`src/rtl/rev_counter_pkg.sv`:
```
// rev_counter_pkg: shared constants for the reversible counter and its
// terminal-count decoder.
package rev_counter_pkg;

   // Direction encoding on the s input.
   localparam logic DIR_UP   = 1'b1;
   localparam logic DIR_DOWN = 1'b0;

   // Default counter width.
   localparam int REV_CNT_W = 16;

   // Named view of the direction for code that prefers an enum.
   typedef enum logic {
      CNT_DOWN = 1'b0,
      CNT_UP   = 1'b1
   } rev_dir_e;

endpackage : rev_counter_pkg

```
`src/rtl/rev_counter_tc.sv`:
```
// rev_counter_tc: combinational terminal-count decoder. Flags the last value
// before a wrap in the current direction: all-ones when counting up, zero
// when counting down. Kept separate so cascaded counters can reuse it.
module rev_counter_tc
   import rev_counter_pkg::*;
#(
   parameter int WIDTH = REV_CNT_W
)
(
   input  logic [WIDTH-1:0] cnt,
   input  logic             s,
   output logic             Rc
);

   logic all_ones;
   logic all_zero;

   // Reduction decodes of the count value.
   assign all_ones = &cnt;
   assign all_zero = ~(|cnt);

   // Select the decode that matches the live direction.
   always_comb begin
      Rc = 1'b0;
      if (s == DIR_UP) begin
         Rc = all_ones;
      end else begin
         Rc = all_zero;
      end
   end

endmodule : rev_counter_tc

```
`src/rtl/rev_counter.sv`:
```
// rev_counter: reversible (up/down) binary counter with ripple carry/borrow
// output for cascading. Counts on every rising clock edge; no enable, no load.
// Optional feature macro: REV_COUNTER_SAT_EN -- when defined the counter
// saturates at all-ones (up) and zero (down) instead of wrapping.
module rev_counter
   import rev_counter_pkg::*;
#(
   parameter int WIDTH = REV_CNT_W
)
(
   input  logic             clk,
   input  logic             rst_n,
   input  logic             s,
   output logic [WIDTH-1:0] cnt,
   output logic             Rc
);

   localparam logic [WIDTH-1:0] ONE = {{(WIDTH-1){1'b0}}, 1'b1};

   logic [WIDTH-1:0] cnt_q;
   logic [WIDTH-1:0] cnt_d;
   logic             tc;

   // Terminal count is decoded from the registered value and the live s, so
   // a direction change is reflected on Rc without waiting for a clock edge.
   rev_counter_tc #(
      .WIDTH (WIDTH)
   ) u_tc (
      .cnt (cnt_q),
      .s   (s),
      .Rc  (tc)
   );

   // Next count: modular step in the selected direction, or hold at the
   // terminal value when saturation is built in.
   always_comb begin
      if (s == DIR_UP) begin
         cnt_d = cnt_q + ONE;
      end else begin
         cnt_d = cnt_q - ONE;
      end
`ifdef REV_COUNTER_SAT_EN
      if (tc) begin
         cnt_d = cnt_q;
      end
`endif
   end

   // Count register; clears immediately on reset regardless of the clock.
   always_ff @(posedge clk or negedge rst_n) begin
      if (!rst_n) begin
         cnt_q <= '0;
      end else begin
         cnt_q <= cnt_d;
      end
   end

   assign cnt = cnt_q;
   assign Rc  = tc;

endmodule : rev_counter

```
`config.mk`:
```
export PLATFORM = sky130hd
export DESIGN_NAME = rev_counter
export DESIGN_NICKNAME = d
export VERILOG_FILES = /design/src/rtl/rev_counter_pkg.sv /design/src/rtl/rev_counter_tc.sv /design/src/rtl/rev_counter.sv
export SDC_FILE = /design/constraint.sdc
export NUM_CORES = 1
export LEC_CHECK = 0
export ABC_CLOCK_PERIOD_IN_PS = 2700
export BUFFER_PORTS_ARGS = -buffer_cell sky130_fd_sc_hd__buf_2
export CORE_UTILIZATION = 56
export DETAILED_ROUTE_END_ITERATION = 8
export PLACE_DENSITY = 0.79
export SETUP_SLACK_MARGIN = 0.3
export SLEW_MARGIN = 20
export SYNTH_ARGS = -nofsm -noshare
export SYNTH_HDL_FRONTEND = slang
export SYNTH_SLANG_ARGS = --single-unit
export TNS_END_PERCENT = 30
```
`constraint.sdc`:
```
create_clock -name clk -period 2.7 [get_ports clk]
set_input_delay 0.135 -clock clk [delete_from_list [all_inputs] [get_ports clk]]
set_output_delay 0.135 -clock clk [all_outputs]
set_load 0.02 [all_outputs]
```
* Word-level counts from Yosys, hierarchy flattened *
Cells that the tools add are included.

word-level totals
  register bits = 16
  input port bits = 3
  output and inout port bits = 17
  word-level logic and storage cells = 8

cells by class
  $add $sub $neg = 2
  muxes and demuxes = 2
  bitwise gates (word level) = 1
  reduce and logical (&&, ||, !) cells = 2

operators with widths
  kind                                                                  number
  16-bit by 1-bit adder with 16-bit output, second input constant       1
  16-bit two-way mux                                                    1
  16-bit AND reduction                                                  1
  16-bit OR reduction                                                   1
  16-bit by 1-bit subtractor with 16-bit output, second input constant  1
  1-bit two-way mux                                                     1
  1-bit NOT                                                             1

* Logic depth before layout (Yosys ltp) *
Gate-level depths: netlist (run 1).

  depth after elaboration = 3
  mapped depth = 8
  depth with buffers taken out = 7

* Cells and area by module *
From an unflattened synthesis (run 1), not the netlist that was laid out.

second synthesis, totals
  cell total of the unflattened synthesis = 122
  area, all modules = 1229.9 µm²

modules (own cells, without submodules)
  module          times used  cells each  area an instance (µm²)  sequential area each (µm²)
  rev_counter     1           110         1131.1                  400.4
  rev_counter_tc  1           12          98.8                    0.0

* Worst setup path after synthesis (run 1) *
Ideal clock, no wire load.

  path kind = reg2reg
  from = register cnt_q[0], in the netlist cnt[0]
  to = register cnt_q[12], in the netlist cnt[12]
  library setup time = 0.073 ns
  data arrival time = 1.887 ns
  required time = 2.627 ns
  path slack = 0.740 ns
  stages on the path, launching flop included = 8
  buffers on the path = 0
  period minus slack after synthesis = 1.960 ns
  path through = dfrtp_1 -> inv_1 -> fa_1 -> nand2b_1 -> a21oi_2 -> o211ai_2 -> mux2_1 -> nor2_1

on the way
  word-level cells in the longest chain between the ends = 2
  elaborated cells between the ends (all ways) = 3
  those cells by class = 2 x add/sub; 1 x mux

ends and longest elaborated chain
  what                                                                                                              RTL line                              RTL
  from (decl)                                                                                                       rev_counter.sv:20                     logic [WIDTH-1:0] cnt_q;
  from (signal assigned)                                                                                            rev_counter.sv:54                     cnt_q <= cnt_d;
  16-bit by 1-bit subtractor with 16-bit output / 16-bit by 1-bit adder with 16-bit output (equally long branches)  rev_counter.sv:40, rev_counter.sv:38
  16-bit two-way mux *                                                                                              rev_counter.sv:37                     if (s == DIR_UP) begin
  named net cnt_d[12]                                                                                               rev_counter.sv:21                     logic [WIDTH-1:0] cnt_d;

Mark *: on every way through the listed nets, which the timed path passes. The rest lies on a longest branch.

* Final worst setup path (run 1) *
Same ends and word-level chain as after synthesis.

==> impl_metrics.csv, run 1 <==
group,metric,value,unit
run_status,outcome,"finished clean",
route,drc,0,
power,power_frac_clock,6.6,%
cts,cts.clk_slew.worst_paths,90,ps
flow_run,cap_violations,0,
timing,finalSetupViolCount,0,
timing,finalCriticalPeriod,1974,ps
yosys,synth_cells,122,
final_layout,final_common_cell,"buf_2",
floorplanning,die_y,48.36,microns
floorplanning,initial_core_util,60.73,%
final_layout,drive_gt1_share,22.38,%
final_layout,fin_nets,163,
critical_path,cp_max_fo,6,
final_layout,largest_reg_flops,16,
power,finalPower,1.899,mW
final_layout,layout_common_cells,"buf_2 (19), dfrtp_1 (16), ha_1 (14)",
critical_path,timing.critical_path.buf_inv,1,
critical_path,crit_chain,"inv_1 > fa_1 > nand2b_1 > a21oi_2 > o211ai_2 > mux2_1 > nor2_1",
yosys,synth_seq_cells,16,
placed_design,dpl.hpwl,2.003,mm
floorplanning,die-width,48.36,microns
power,total_leakage_power,0.6515,nW
min_path,hold_path_class,"input pin to register",
final_layout,ff_latch_area,400.4,sq um
yosys,synth_cell_types,34,
yosys,syn_avg_cell_area,9.866,sq um
critical_path,cp.arrival,2190,ps
critical_path,critical-path-top-delay-family,"flip-flops",
global_route,grt_overflow,0,
cts,cts_tree,"built",
route,drt-wirelength-per-cell,15.24,microns
floorplanning,row_count,16,
final_layout,diodes,0,
global_route,grt_pass1_vias,982,
power,internal-power,0.9388,mW
timing,finalMaxSlewViolations,0,
yosys,synth_edf_count,0,
cts,cts_root_buf,"clkbuf_4",
route,drt-pass1-iter-count,4,
route,postRouteAntennaNets,0,
timing,tns,0,ps
yosys,ys.flop_type,"dfrtp_1",
cts,clock_path_buffers,2,
cts,cts_buffers,3,
power,worst_ir_drop_vdd,0.8031,mV
global_route,grt_use_total,24.48,%
timing,whs,236.1,ps
floorplanning,io_pins,20,
yosys,syn_nets,140,
power,pwr-share-seq,27.0,%
timing,hold_violations,0,
timing,slew_headroom,65.33,%
global_route,antenna_found_initial,0,
floorplanning,core_area,1982,sq um
yosys,synth.top_cell.area_share,33.26,%
power,switching_share,50.56,%
cts,clock-sinks,16,
power,switchingPower,0.9602,mW
yosys,seq_area_frac_synth,33.26,%
route,drt_iter0_drc,18,
global_route,grt_max_degree,17,
route,vias,1002,
yosys,yosys_warnings,0,
floorplanning,die-area,2339,sq um
timing,tightest_slew,519.6,ps
power,power.density,1401,nW/um^2
critical_path,startpoint_type,"register",
critical_path,critPathRequiredTime,2920,ps
critical_path,slowest_delay,450,ps
yosys,netlist_top_cells_area,"dfrtp_1 (33%), ha_1 (15%), xnor2_1 (5.1%)",
critical_path,end_kind,"register",
final_layout,syn_to_final_growth,12.58,%
critical_path,critPathKind,"register to register",
placed_design,gp_congestion,0.8431,
final_layout,fillers,160,
cts,clock_latency,280,ps
yosys,yosysTopAreaCell,"dfrtp_1",
timing,max_freq,0.5067,GHz
placed_design,port_buffers,19,
power,combPwrFrac,66.4,%
critical_path,cp_slowest_cell,"dfrtp_1",
yosys,async_reset_ff_share,100.0,%
timing,fin_skew,0.9657,ps
timing,timing.final.crit_share,73.10,%
global_route,grt_pass1_wl,4.422,mm
cts,htreeDepth,1,
final_layout,multiInputGateArea,778.2,sq um
yosys,syn_area,1204,sq um
timing,rsz0062_at_grt,"no",
route,drt-total-wl,2.591,mm
route,viasPerCell,5.894,
## repair_timing
action | 4_1_cts | 5_1_grt
buffers inserted | 0 | 0
resized for setup | 0 | 0
hold buffers | 1 | 0
endpoints found under the hold margin | 16 | 0
## kinds of logic (layout without fill, tap and decap cells)
family	Yosys count	after routing	synth area share (%)
and+or+nand+nor	36	36	15.18
buffers and inverters	6	27	2.078
xor gates and xnor gates	14	14	10.19
AOI/OAI and AO/OA	33	33	21.31
adders and majority gates	15	15	16.22
muxes	2	2	1.767
DFF	16	16	33.26
## power by group through the flow
stage	Sequential (mW)	Combinational, mW	Clock (mW)
floorplan	0.628	0.833	0
global placement	0.506	1.23	0
detailed placement	0.513	1.26	0
CTS	0.509	1.26	0.129
global route	0.527	1.39	0.143
finish	0.513	1.26	0.126
## cells in the mapped netlist (2+ instances only)
| cell type | n |
|---|---|
| o21ai_2 | 2 |
| o21ai_1 | 2 |
| dfrtp_1 | 16 |
| inv_1 | 4 |
| and3_1 | 3 |
| nand2b_1 | 3 |
| a21o_1 | 5 |
| nand3_1 | 4 |
| xnor2_1 | 7 |
| nand4_1 | 5 |
| a21oi_1 | 10 |
| o211ai_2 | 3 |
| xor2_1 | 7 |
| ha_1 | 14 |
| nor3_1 | 2 |
| o21ai_0 | 2 |
| nor2_1 | 4 |
| nor4_1 | 4 |
| nand2_1 | 10 |
## per-layer routing
layer / vias up / global-route usage, % / wire (microns)
met4: 0 / 5.882 / 24
met5: - / 0 / 0
met1: 480 / 31.59 / 1185
met2: 23 / 43.66 / 1284
li1: 495 / - / -
met3: 4 / 2.830 / 97
## worst min-delay path: stages
cell and delay (ps):
buf_2 150, xor2_1 90, xnor2_1 120
## layout make-up
type                       instances  area share (%)
sequential                        16           29.55
multi-input combinational        100           57.43
timing repair buffer              20           7.756
tap                               27           2.493
clock buffer                       3           1.662
inverter                           4           1.108
## per-stage QoR
stage	std cells	area (sq um)	setup WS (ps)	util [%]
after CTS	170	1355	739.2	68.37
after global placement	166	1323	660.1	66.73
final	170	1355	726.4	68.37
after detailed placement	166	1323	613.4	66.73
after floorplan	122	1204	740.1	-
after global routing	170	1355	628.8	68.37
## final timing paths
check	start	end	slack (ps)	cells after the start
max	cnt[0]$_DFF_PN0_	cnt[12]$_DFF_PN0_	730	7
min	s	cnt[15]$_DFF_PN0_	240	3
max reg2reg	cnt[0]$_DFF_PN0_	cnt[12]$_DFF_PN0_	730	7
min reg2reg	cnt[0]$_DFF_PN0_	cnt[0]$_DFF_PN0_	600	1
max in group asynchronous	rst_n	cnt[4]$_DFF_PN0_	2130	2
min in group asynchronous	rst_n	cnt[15]$_DFF_PN0_	300	2
Power figures use the tool's default switching activity.
==> run 2, diff against run 1 <==
- ABC_AREA: default -> 1
- ABC_CLOCK_PERIOD_IN_PS: 2700 -> 1900
- PLACE_DENSITY: 0.79 -> 0.78
- clock period: 2.7 -> 1.9 ns (I/O delays scaled with it)
==> impl_metrics.csv, run 2 <==
group,metric,value,unit
route,drt-pass1-iter-count,4,
final_layout,fin_cells,271,
final_layout,diodes,0,
global_route,grt_max_degree,17,
placed_design,dpl.hpwl,2.685,mm
placed_design,pre_cts_ws,54.81,ps
timing,worst_slack,324.4,ps
timing,hold_violations,0,
cts,clock-sinks,16,
final_layout,fin_nets,262,
power,pwr-share-seq,23.0,%
placed_design,dpl.cell_count,263,
timing,slew_headroom,73.28,%
final_layout,ff_latch_area,402.9,sq um
yosys,yosys_warnings,0,
cts,cts_buffers,3,
floorplanning,io_pins,20,
final_layout,multiInputGateArea,980.9,sq um
floorplanning,die-width,51.91,microns
timing,finalSetupViolCount,0,
yosys,async_reset_ff_share,100.0,%
floorplanning,row_count,17,
cts,htreeDepth,1,
power,combPwrFrac,70.0,%
power,total_leakage_power,0.9793,nW
yosys,syn_avg_cell_area,6.459,sq um
final_layout,layout_common_cells,"nand2_1 (76), inv_1 (40), buf_2 (19)",
timing,tightest_slew,400.8,ps
power,internal-power,1.540,mW
floorplanning,initial_core_util,61.30,%
timing,finalMaxSlewViolations,0,
route,viasPerCell,5.406,
power,power_frac_clock,7.0,%
floorplanning,core_area,2276,sq um
yosys,yosysTopAreaCell,"dfrtp_1",
final_layout,largest_reg_flops,16,
yosys,synth_edf_count,0,
power,switchingPower,1.735,mW
yosys,syn_nets,234,
yosys,synth_cell_types,18,
floorplanning,die-area,2695,sq um
timing,max_freq,0.6347,GHz
timing,fin_skew,1.312,ps
route,drc,0,
final_layout,drive_gt1_share,22.63,%
timing,rsz0062_at_grt,"yes",
cts,clock_path_buffers,2,
global_route,antenna_found_initial,0,
placed_design,gp_congestion,0.9348,
route,vias,1465,
timing,finalCriticalPeriod,1576,ps
route,drt-total-wl,3.782,mm
placed_design,port_buffers,19,
power,worst_ir_drop_vdd,1.156,mV
global_route,grt_pass1_vias,1304,
cts,cts_root_buf,"clkbuf_4",
critical_path,critPathKind,"register to output pin",
yosys,synth.top_cell.area_share,28.70,%
critical_path,critPathRequiredTime,1800,ps
yosys,synth.most_common_cell,"nand2_1",
cts,cts_tree,"built",
global_route,grt_use_total,27.29,%
yosys,syn_area,1395,sq um
power,switching_share,52.98,%
global_route,grt_overflow,0,
cts,clock_latency,280,ps
global_route,grt_pass1_wl,5.375,mm
flow_run,cap_violations,0,
final_layout,fillers,182,
critical_path,startpoint_type,"register",
final_layout,final_common_cell,"nand2_1",
final_layout,syn_to_final_growth,25.92,%
min_path,hold_path_class,"input pin to register",
floorplanning,die_y,51.91,microns
power,power.density,1864,nW/um^2
route,drt-wirelength-per-cell,13.96,microns
yosys,seq_area_frac_synth,28.70,%
critical_path,cp.arrival,1480,ps
timing,tns,0,ps
yosys,synthTopCellsByCount,"nand2_1 (79), inv_1 (41), nor2_1 (17)",
yosys,synth_cells,216,
route,postRouteAntennaNets,0,
route,drt_iter0_drc,26,
critical_path,end_kind,"output pin",
timing,timing.final.crit_share,82.93,%
run_status,outcome,"finished clean",
critical_path,cp_max_fo,4,
yosys,ys.flop_type,"dfrtp_1",
final_layout,final_util,77.19,%
yosys,netlist_top_cells_area,"dfrtp_1 (29%), nand2_1 (21%), ha_1 (13%)",
cts,cts.clk_slew.worst_paths,100,ps
yosys,synth_seq_cells,16,
## run 2: path summary, 6_finish.rpt
check                                   from  slack (ps)                 to  depth (start not counted)
min                                        s         250   cnt[1]$_DFF_PN0_                          3
max in group asynchronous              rst_n        1330   cnt[8]$_DFF_PN0_                          2
max reg2reg                 cnt[3]$_DFF_PN0_         320  cnt[15]$_DFF_PN0_                          8
max                        cnt[11]$_DFF_PN0_         320                 Rc                          5
min in group asynchronous              rst_n         260   cnt[4]$_DFF_PN0_                          2
min reg2reg                 cnt[0]$_DFF_PN0_         540   cnt[0]$_DFF_PN0_                          1
## run 2: cell type report
cell class / instances / area share (%)
Multi-Input combinational cell: 158 / 55.84
Inverter: 42 / 9.188
Timing Repair Buffer: 23 / 7.977
Sequential cell: 16 / 22.93
Clock buffer: 4 / 2.066
Tap cell: 28 / 1.994
## run 2: logic make-up after synthesis
logic type,synth area share [%]
buffers and inverters,11.30
AND/OR/NAND/NOR,38.03
flip-flops,28.70
AO/OA/AOI/OAI,3.587
XOR/XNOR,4.395
adder cells (fa/ha/maj),13.99
## run 2: power by group through the flow
stage	clock, mW	sequential, mW	combinational, mW
floorplan	0	0.881	1.28
global placement	0	0.711	1.90
detailed placement	0	0.712	1.96
CTS	0.236	0.705	1.98
global route	0.257	0.771	2.55
finish	0.229	0.755	2.29
## run 2: critical path, cell delays in order (launching register included)
cell     delay (ps)
dfrtp_1         440
nand4_1         150
nor2_2          180
nand4_1          80
o21ai_0         160
buf_2           190
## run 2: routing by layer
metal | vias up | wire, microns | global-route usage (%)
met3 | 11 | 102 | 3.801
met5 | - | 0 | 0
met1 | 688 | 1650 | 31.28
met4 | 0 | 89 | 9.009
met2 | 37 | 1941 | 50.85
li1 | 729 | - | -
## run 2: timing repair
action	in CTS	in global routing
pin swaps	0	2
gates resized for setup	1	24
hold endpoints to repair	16	0
endpoints found under the setup margin	3	11
hold buffers	1	0
setup buffers	0	3
## run 2: metrics by stage
step                hold WS, ps  cell area, sq um  total power, mW
floorplan                -200.6              1395            2.157
global placement          34.59              1525            2.608
detailed placement        35.66              1525            2.674
CTS                       171.9              1577            2.920
global route              270.5              1757            3.574
finish                    248.3              1757            3.275
==> run 3, diff against run 2 <==
- ABC_AREA: 1 -> 0
- ABC_CLOCK_PERIOD_IN_PS: 1900 -> 1300
- CORE_UTILIZATION: 56 -> 50
- PLACE_DENSITY: 0.78 -> 0.75
- clock period: 1.9 -> 1.3 ns (I/O delays scaled with it)
==> impl_metrics.csv, run 3 (same netlist as run 1, synthesis figures left out) <==
group,metric,value,unit
power,switching_share,46.27,%
critical_path,cp.arrival,1750,ps
floorplanning,initial_core_util,53.89,%
final_layout,final_common_cell,"buf_4",
global_route,grt_use_total,37.96,%
cts,cts_buffers,3,
timing,finalMaxSlewViolations,0,
global_route,grt_overflow,0,
cts,clock-sinks,16,
timing,worst_slack,-512.0,ps
critical_path,critical_path.startpoint,"cnt[8]$_DFF_PN0_",
critical_path,reg2reg_slack,-500,ps
cts,cts_tree,"built",
final_layout,diodes,0,
floorplanning,die_y,51.07,microns
cts,clock_latency,300,ps
route,met1_length,1.943,mm
critical_path,cp_max_fo,3,
route,drt-total-wl,4.741,mm
critical_path,r2r_cells,6,
floorplanning,die-area,2608,sq um
power,power.density,3171,nW/um^2
global_route,grt_max_degree,17,
power,pwr-share-seq,15.6,%
timing,hold_violations,0,
critical_path,startpoint_type,"register",
placed_design,port_buffers,19,
final_layout,drive_gt1_share,58.20,%
critical_path,r2r_end,"cnt[14]$_DFF_PN0_",
route,vias,1362,
floorplanning,io_pins,20,
final_layout,fin_nets,208,
timing,tns,-5196,ps
critical_path,end_kind,"output pin",
min_path,hold_path_class,"input pin to asynchronous set/reset pin",
cts,clock_path_buffers,2,
timing,whs,227.8,ps
timing,tightest_slew,401.7,ps
route,wl_met2,2.214,mm
critical_path,r2r-start,"cnt[7]$_DFF_PN0_",
timing,finalCriticalPeriod,1812,ps
route,drc,0,
timing,rsz0062_at_grt,"yes",
power,worst_ir_drop_vdd,2.391,mV
final_layout,syn_to_final_growth,72.76,%
route,drt-wirelength-per-cell,21.85,microns
final_layout,final_area,2079,sq um
timing,fin_skew,4.594,ps
placed_design,gp_congestion,0.8595,
global_route,grt_pass1_vias,1380,
timing,max_freq,0.5519,GHz
final_layout,largest_reg_flops,16,
final_layout,layout_common_cells,"buf_4 (32), buf_6 (28), dfrtp_1 (13)",
cts,cts.clk_slew.worst_paths,100,ps
power,total_leakage_power,0.9500,nW
global_route,grt_pass1_wl,6.975,mm
floorplanning,row_count,17,
timing,finalSetupViolCount,14,
placed_design,dpl.hpwl,2.466,mm
route,drt_iter0_drc,66,
timing,timing.final.crit_share,139.4,%
run_status,violations,"setup timing",
power,finalPower,6.595,mW
power,power_frac_clock,5.2,%
route,drt-pass1-iter-count,5,
run_status,outcome,"finished with violations",
route,met3_length,413,microns
power,switchingPower,3.051,mW
power,combPwrFrac,79.1,%
route,postRouteAntennaNets,0,
cts,cts_root_buf,"clkbuf_4",
critical_path,critPathRequiredTime,1240,ps
critical_path,critPathKind,"register to output pin",
flow_run,cap_violations,0,
route,dr.max_layer_used,"met4",
timing,slew_headroom,73.22,%
floorplanning,die-width,51.07,microns
cts,htreeDepth,1,
floorplanning,core_area,2233,sq um
placed_design,placed_area,1668,sq um
global_route,antenna_found_initial,0,
route,viasPerCell,6.276,
power,internal-power,3.543,mW
## run 3: cell types whose count changed in the layout (fill, tap and decap cells not counted), sizes merged, moves of 5 or more
cell / change
nor2: -13
nand3: -9
buf: +42
inv: -37
o21ai: +5
nand2: -72
a21o: +6
## run 3: layout make-up
cell class / count / area [sq um]
Fill cell: 74 / 153.9
Inverter: 4 / 15.01
Multi-Input combinational cell: 100 / 988.4
Tap cell: 28 / 35.03
Clock buffer: 4 / 36.28
Timing Repair Buffer: 65 / 600.6
Sequential cell: 16 / 404.1
## run 3: worst max-delay path by stage
stage                                   end  slack (ps)  cells after the start
after floorplan           cnt[12]$_DFF_PN0_        -460                      7
after global placement    cnt[13]$_DFF_PN0_        -370                      9
after detailed placement  cnt[13]$_DFF_PN0_        -410                      6
after CTS                                Rc        -480                      5
after global routing                     Rc        -600                      5
final                                    Rc        -510                      5
## run 3: power by group through the flow
stage | combinational [mW] | clock [mW] | sequential [mW]
after global placement | 3.55 | 0 | 0.938
after global routing | 5.46 | 0.364 | 1.04
after CTS | 4.50 | 0.344 | 0.998
final | 5.22 | 0.346 | 1.03
after floorplan | 1.80 | 0 | 1.31
after detailed placement | 3.66 | 0 | 0.954
## run 3: metrics by stage
step / setup slack [ps] / util [%] / std cells
CTS: -475.7 / 88.91 / 216
global route: -598.6 / 93.11 / 217
finish: -512.0 / 93.11 / 217
floorplan: -461.9 / - / 122
detailed placement: -406.5 / 74.68 / 208
global placement: -370.0 / 74.68 / 208
## run 3: layer usage
| metal | global-route usage (%) | up-vias |
|---|---|---|
| met5 | 0 | - |
| li1 | - | 587 |
| met1 | 48.32 | 674 |
| met2 | 61.40 | 80 |
| met4 | 17.13 | 0 |
| met3 | 7.738 | 21 |
## run 3: critical path: stages, from the launching register on
cell and delay (ps):
dfrtp_1 420, buf_6 140, nor4_4 270, nand4_1 150
o31ai_2 260, buf_4 200
## run 3: timing repair
action,CTS,global route
gates resized for setup,57,23
gates cloned,0,0
endpoints found under the hold margin,16,0
setup buffers,3,1
endpoints found under the setup margin,29,32
pin swaps,19,9
hold buffers,1,0
